==> src/rtl/count_sequencer.sv <==
// Interval sequencer: counts 0..latched limit in one-shot or periodic mode, with hold, abort and DONE pulse.
// Optional sticky IRQ/OVR completion flags are enabled by defining COUNT_SEQ_IRQ_EN.
module count_sequencer #(
  parameter int WIDTH = 8
) (
  input  logic             i_clk,
  input  logic             i_rst,
  input  logic             i_start,
  input  logic             i_abort,
  input  logic             i_hold,
  input  logic             i_mode,
  input  logic [WIDTH-1:0] i_limit,
`ifdef COUNT_SEQ_IRQ_EN
  input  logic             i_ack,
  output logic             o_irq,
  output logic             o_ovr,
`endif
  output logic             o_busy,
  output logic             o_done,
  output logic [WIDTH-1:0] o_q,
  output logic [WIDTH-1:0] o_nq
);

  typedef enum logic [1:0] {
    S_IDLE   = 2'd0,
    S_RUN    = 2'd1,
    S_PAUSED = 2'd2
  } state_t;

  state_t           r_state;
  state_t           w_next_state;
  logic [WIDTH-1:0] r_q;
  logic [WIDTH-1:0] w_q_next;
  logic [WIDTH-1:0] r_limit;
  logic             r_mode;
  logic             r_done;
  logic             w_terminal;
  logic             w_accept;

  assign w_accept = i_start & ~i_abort;

  always_ff @(posedge i_clk) begin
    if (i_rst) begin
      r_state <= S_IDLE;
    end else begin
      r_state <= w_next_state;
    end
  end

  // Next state and next count share one priority chain: abort > start > hold > count.
  always_comb begin
    w_next_state = r_state;
    w_q_next     = r_q;
    w_terminal   = 1'b0;
    if (i_abort) begin
      w_next_state = S_IDLE;
      w_q_next     = '0;
    end else if (i_start) begin
      w_next_state = S_RUN;
      w_q_next     = '0;
    end else begin
      case (r_state)
        S_RUN: begin
          if (i_hold) begin
            w_next_state = S_PAUSED;
          end else if (r_q == r_limit) begin
            w_terminal = 1'b1;
            if (r_mode) begin
              w_q_next = '0;
            end else begin
              w_next_state = S_IDLE;
            end
          end else begin
            w_q_next = r_q + WIDTH'(1);
          end
        end
        S_PAUSED: begin
          if (!i_hold) begin
            w_next_state = S_RUN;
          end
        end
        S_IDLE: begin
          w_next_state = S_IDLE;
        end
        default: begin
          w_next_state = S_IDLE;
        end
      endcase
    end
  end

  always_ff @(posedge i_clk) begin
    if (i_rst) begin
      r_q     <= '0;
      r_limit <= '0;
      r_mode  <= 1'b0;
      r_done  <= 1'b0;
    end else begin
      r_q    <= w_q_next;
      r_done <= w_terminal;
      if (w_accept) begin
        r_limit <= i_limit;
        r_mode  <= i_mode;
      end
    end
  end

`ifdef COUNT_SEQ_IRQ_EN
  logic r_irq;
  logic r_ovr;

  // A terminal coinciding with ACK keeps IRQ set and leaves OVR alone.
  always_ff @(posedge i_clk) begin
    if (i_rst) begin
      r_irq <= 1'b0;
      r_ovr <= 1'b0;
    end else if (w_terminal) begin
      r_irq <= 1'b1;
      if (r_irq && !i_ack) begin
        r_ovr <= 1'b1;
      end
    end else if (i_ack) begin
      r_irq <= 1'b0;
      r_ovr <= 1'b0;
    end
  end

  always_comb begin
    o_irq = r_irq;
    o_ovr = r_ovr;
  end
`endif

  always_comb begin
    o_busy = (r_state != S_IDLE);
    o_done = r_done;
    o_q    = r_q;
    o_nq   = ~r_q;
  end

endmodule

==> config.mk <==
export PLATFORM = sky130hd
export DESIGN_NAME = count_sequencer
export DESIGN_NICKNAME = d
export VERILOG_FILES = /design/src/rtl/count_sequencer.sv
export SDC_FILE = /design/constraint.sdc
export NUM_CORES = 1
export LEC_CHECK = 0
export CAP_MARGIN = 10
export CORE_UTILIZATION = 50
export CTS_BUF_LIST = sky130_fd_sc_hd__clkbuf_16
export CTS_CLUSTER_DIAMETER = 200
export DETAILED_ROUTE_END_ITERATION = 12
export PLACE_DENSITY_LB_ADDON = 0.3
export SLEW_MARGIN = 20
export SYNTH_ARGS = -nofsm -noshare
export SYNTH_HDL_FRONTEND = slang
export SYNTH_SLANG_ARGS = --single-unit
==> constraint.sdc <==
create_clock -name i_clk -period 4.5 [get_ports i_clk]
set_clock_uncertainty 0.15 [all_clocks]
set_input_delay 1.35 -clock i_clk [delete_from_list [all_inputs] [get_ports i_clk]]
set_output_delay 1.35 -clock i_clk [all_outputs]
set_load 0.05 [all_outputs]
* After elaboration in Yosys (flattened, before gate mapping)
Index checks and enable logic that the tools add are counted.
** Word-level totals
- Bits in writable memories :: 0
- Memories kept :: 0
- Bits in latches :: 0
- Bits in registers :: 20
- ROM bits :: 0
- Output and inout port bits :: 18
- Input port bits :: 14
- Logic and storage cells :: 38
** Operators by class
- $lt $le $gt $ge :: 0
- Equality and inequality tests :: 10
- Muxes and demuxes :: 9
- Divide/modulo/power cells :: 0
- Add/subtract/negate cells :: 1
- Bitwise operators :: 5
- Multipliers :: 0
- Reductions and logical operators :: 7
- Shift-type cells :: 0
** Operators by type and width (count)
- $mux 8 :: 2
- $ne 3x3->1 const B :: 3
- $reduce_and 3->1 :: 3
- $add 8x1->8 const B :: 1
- $eq 8x8->1 :: 1
- $mux 2 :: 4
- $ne 4x4->1 const B :: 2
- $not 8->8 :: 1
- $reduce_or 5->1 :: 1
- $ne 2x2->1 const B :: 2
- $pmux 2 s2 :: 1
- $not 1->1 :: 3
- $reduce_or 3->1 :: 1
- $eq 2x1->1 const B :: 1
- $eq 2x2->1 const B :: 1
- $mux 1 :: 2
- $reduce_bool 2->1 :: 1
- $reduce_or 2->1 :: 1
- $and 1x1->1 :: 1

* Logic depth before layout (Yosys ltp)
- Depth after elaboration :: 5
- Gate-level depth with buffers :: 5
- Mapped depth without buffers :: 5

* Least setup slack after synthesis
OpenSTA, ideal clock, no wires.
- Path kind :: in2reg
- Start :: input i_hold
- End :: register r_q[4] (netlist: o_q[4])
- Data arrival time :: 2.519 ns
- Cell stages on the path :: 5
- Setup slack :: 1.758 ns
- Required time :: 4.277 ns
- Path through :: or3b_1 -> clkbuf_1 -> or3_1 -> a31oi_1 -> mux2i_1
** Between the ends
- Cells in the longest elaborated chain, start to end :: 2
** Ends and longest elaborated chain
- start, declared :: line 10 : input logic i_hold,
- $not 1->1 (no source line)
- $reduce_and 3->1 (no source line)
- end signal, assigned :: line 99 : r_q <= w_q_next;
- end, declared :: line 32 : logic [WIDTH-1:0] r_q;
Every way passes these cells.
A chain may end at the register's enable or synchronous reset.

* Final worst setup path
- Start :: input i_rst
- End :: register r_q[4] (netlist: o_q[4])
** Between the ends
- Cells in the longest elaborated chain, start to end :: 1
** Ends and longest elaborated chain
- start, declared :: line 7 : input logic i_rst,
- $reduce_or 3->1 (no source line)
Every way passes these cells.

==> results by group <==
Floorplanning
  – Horizontal die dimension: 49.0 microns
  – Std-Cell Core Area: 2020 sq um
  – IO Pins: 32
  – Standard-cell row count: 16
  – Die Span Y: 49.0 microns
  – Initial Util: 54.7%
  – Floorplan die area: 2400 sq um

Finish
  – Count of inserted antenna diode cells: 0
  – Number of fill cells in the layout: 160
  – Layout overhead on the synthesized area: 34.5%
  – Final core occ: 73.6%
  – Layout cells sized above 1: 3.13%
  – Net count of the finished layout: 176
  – Area of all placed cells without fillers: 1490 sq um

Global route
  – Congestion Overflow GR: 0
  – Maximum number of pins on one net before global-route repair: 17
  – Antenna violations before repair: 0
  – Global-route total usage across every layer: 25.4%
  – Wire length of the first global-routing pass: 4.66 mm
  – Vias in the first global route: 1074

Routing
  – Iteration-0 DRC count of the detailed router: 20
  – Via count: 1096
  – Number of vias per cell after detailed routing: 5.86
  – Mean routed wirelength per cell: 14.6 microns
  – Total iterations of the first detailed-routing run: 4
  – Antenna violation net count after detailed routing: 0
  – DRC violation count after routing: 0
  – Final wirelength: 2.73 mm

Synthesis
  – Number of synthesized flops with an enable pin: 0
  – Fraction of registers with async set/reset: 0%
  – Cell type contributing the most total cell area after synthesis: dfxtp_1
  – Leading register cell type out of synthesis: dfxtp_1
  – Synth unique cells: 34
  – Cell area after synthesis: 1110 sq um
  – Share of the synthesized area in the top cell type: 36.2%
  – Sequential element share of the synthesized area: 36.2%
  – Synth Area per Inst: 8.25 sq um
  – Most repeated cell in the gate-level netlist after synthesis: nand2_1
  – Leading post-synthesis cells by cell area: dfxtp_1 (36%), o311ai_0 (8.7%), nand2_1 (8.1%)
  – Net count after synthesis: 149
  – Synthesized instance count: 134
  – Synth Register Bits: 20
  – Warning count from the yosys run: 0
  – Commonest cells in the synthesized netlist: nand2_1 (24), dfxtp_1 (20), o311ai_0 (11)

STA
  – Final period util: 74.7%
  – Number of failing setup endpoints in the final timing report: 0
  – Max frequency: 297 MHz
  – Hold violation count in the final report: 0
  – Post-layout minimum cycle time: 3.36 ns
  – Max-slew headroom at the worst pin: 34.9%
  – Worst-Margin Slew: 0.970 ns
  – Max-slew violation count: 0
  – Setup repair after global routing missed its margin: no
  – Total Negative Setup Slacks: 0 ns
  – Final critical-path setup slack: 1.14 ns

Worst setup path
  – Worst endpoint data arrival time: 3.39 ns
  – Setup Crit Path Kind: in -> reg
  – Worst reg2reg path depth: 4
  – Worst path required time: 4.53 ns
  – Critical-path maximum fanout: 12
  – R2r endpoint: o_q[2]$_SDFFE_PP0P_
  – Worst setup slack for register-to-register paths: 2.27 ns
  – Worst Setup End Kind: register
  – Element type at the critical path start: input port
  – Critical register-to-register path startpoint: o_q[0]$_SDFFE_PP0P_

Place
  – Setup slack at placement: 0.954 ns
  – Port bufs: 31
  – GPL Wtd Cong: 0.874
  – Area after detailed placement: 1410 sq um
  – Detailed placement HPWL: 2.03 mm

Job
  – Max-cap violations: 0

Worst hold path
  – Type of the tightest min-delay check: reg -> reg
  – Startpoint of the worst hold path: r_limit[6]$_SDFFE_PP0P_
  – Instance count along the most critical hold path: 2
  – Worst Hold Path EP: r_limit[6]$_SDFFE_PP0P_

Clocking
  – Setup fix buffers added after clock tree synthesis: 0
  – TritonCTS clock tree: yes
  – Number of H-tree levels: 1
  – Sink Count: 20
  – Number of buffers inserted by hold repair at cts: 0
  – Count of cells resized by post-cts repair: 0
  – CTS Root Cell: clkbuf_16
  – Maximum count of clock buffers along a single path: 2
  – Clock-pin slew of the registers on the worst-case setup and hold paths: 0.05 ns
  – Skew-Pair Late Insertion Delay: 0.25 ns
  – Number of buffers created by CTS: 3

Power and ir drop
  – Switching power: 97.9 uW
  – VDD IR max: 0.000267 V
  – Leakage power summed over all cells: 0.000475 uW
  – Sequential share of power: 44.2%
  – PwrDens: 281 nW/um^2
  – Int Pwr: 320 uW
  – Part of the power in the clock network: 43.3%
  – Switching power share of the total: 23.4%
  – Final Power: 418 uW
  – Gate power share: 12.5%

Status
  – Result of the run: completed
-- layer usage --
layer / up-vias / share of wire, % / track usage, %
met5: - / 0 / 0
met4: 0 / 3.6 / 14.2
met3: 11 / 2.2 / 4.98
met2: 24 / 51 / 45.4
met1: 516 / 43 / 27.8
li1: 545 / - / -
-- worst max-delay path, cell delays in order --
cell	delay [ns]
clkdlybuf4s50_1	0.60
nor3_1	0.87
o311ai_0	0.36
mux2i_1	0.21
-- layout by cell type (no fill, tap or decap), types with 3 or more instances in the layout --
| cell | Yosys | final |
|---|---|---|
| o311ai_0 | 11 | 11 |
| xnor2_1 | 8 | 8 |
| clkdlybuf4s50_1 | 0 | 31 |
| clkbuf_16 | 0 | 3 |
| a31oi_1 | 4 | 4 |
| mux2i_1 | 5 | 5 |
| nand4_1 | 4 | 4 |
| a21oi_1 | 10 | 10 |
| inv_1 | 10 | 10 |
| nand2_1 | 24 | 24 |
| dfxtp_1 | 20 | 20 |
-- registers in the layout, indices dropped and copies added, names as in the netlist --
signal   flops
r_limit      8
o_q          8
o_done       1
r_mode       1
r_state      2
-- through the flow --
stage	hold WS, ns	cells
global placement	0.309	183
detailed placement	0.315	183
global route	0.356	187
CTS	0.323	187
finish	0.324	187
floorplan	0.299	134
-- final cells by class --
class / count / area, sq um / area share [%]
multi-input combinational: 95 / 627 / 42.1
sequential: 20 / 400 / 26.9
timing repair buffer: 31 / 310 / 20.9
clock buffer: 3 / 75.1 / 5.05
inverter: 10 / 37.5 / 2.52
tap: 27 / 33.8 / 2.27
clock inverter: 1 / 3.75 / 0.252
-- worst max-delay path by stage --
stage | start | end | slack [ns] | cells past startpoint
6_report | i_rst | o_q[4]$_SDFFE_PP0P_ | 1.14 | 4
5_1_grt | i_rst | o_q[4]$_SDFFE_PP0P_ | 0.97 | 4
4_1_cts | i_rst | o_q[4]$_SDFFE_PP0P_ | 1.21 | 4
3_5_place_dp | i_rst | o_q[4]$_SDFFE_PP0P_ | 0.95 | 4
3_3_place_gp | i_rst | o_q[7]$_SDFFE_PP0P_ | 1.17 | 4
2_1_floorplan | i_hold | o_q[4]$_SDFFE_PP0P_ | 1.76 | 5
-- kinds of logic (layout without fill, tap and decap cells) --
| kind of cell | after synthesis | in the layout | share of synthesized area [%] |
|---|---|---|---|
| AO/OA/AOI/OAI | 35 | 35 | 23.1 |
| XOR/XNOR | 9 | 9 | 7.13 |
| adder cells (fa/ha/maj) | 1 | 1 | 1.13 |
| buffers and inverters | 19 | 45 | 7.13 |
| flip-flops | 20 | 20 | 36.2 |
| multiplexers | 5 | 5 | 4.53 |
| AND/OR/NAND/NOR | 45 | 45 | 20.8 |
-- power by group through the flow --
stage | sequential (uW) | clock, uW | combinational [uW]
2_1_floorplan | 188 | 0 | 34.8
3_3_place_gp | 188 | 0 | 50.2
3_5_place_dp | 189 | 0 | 51.6
4_1_cts | 185 | 185 | 51.9
5_1_grt | 185 | 193 | 57.0
6_report | 185 | 181 | 52.2
(Power assumes the default switching activity.)
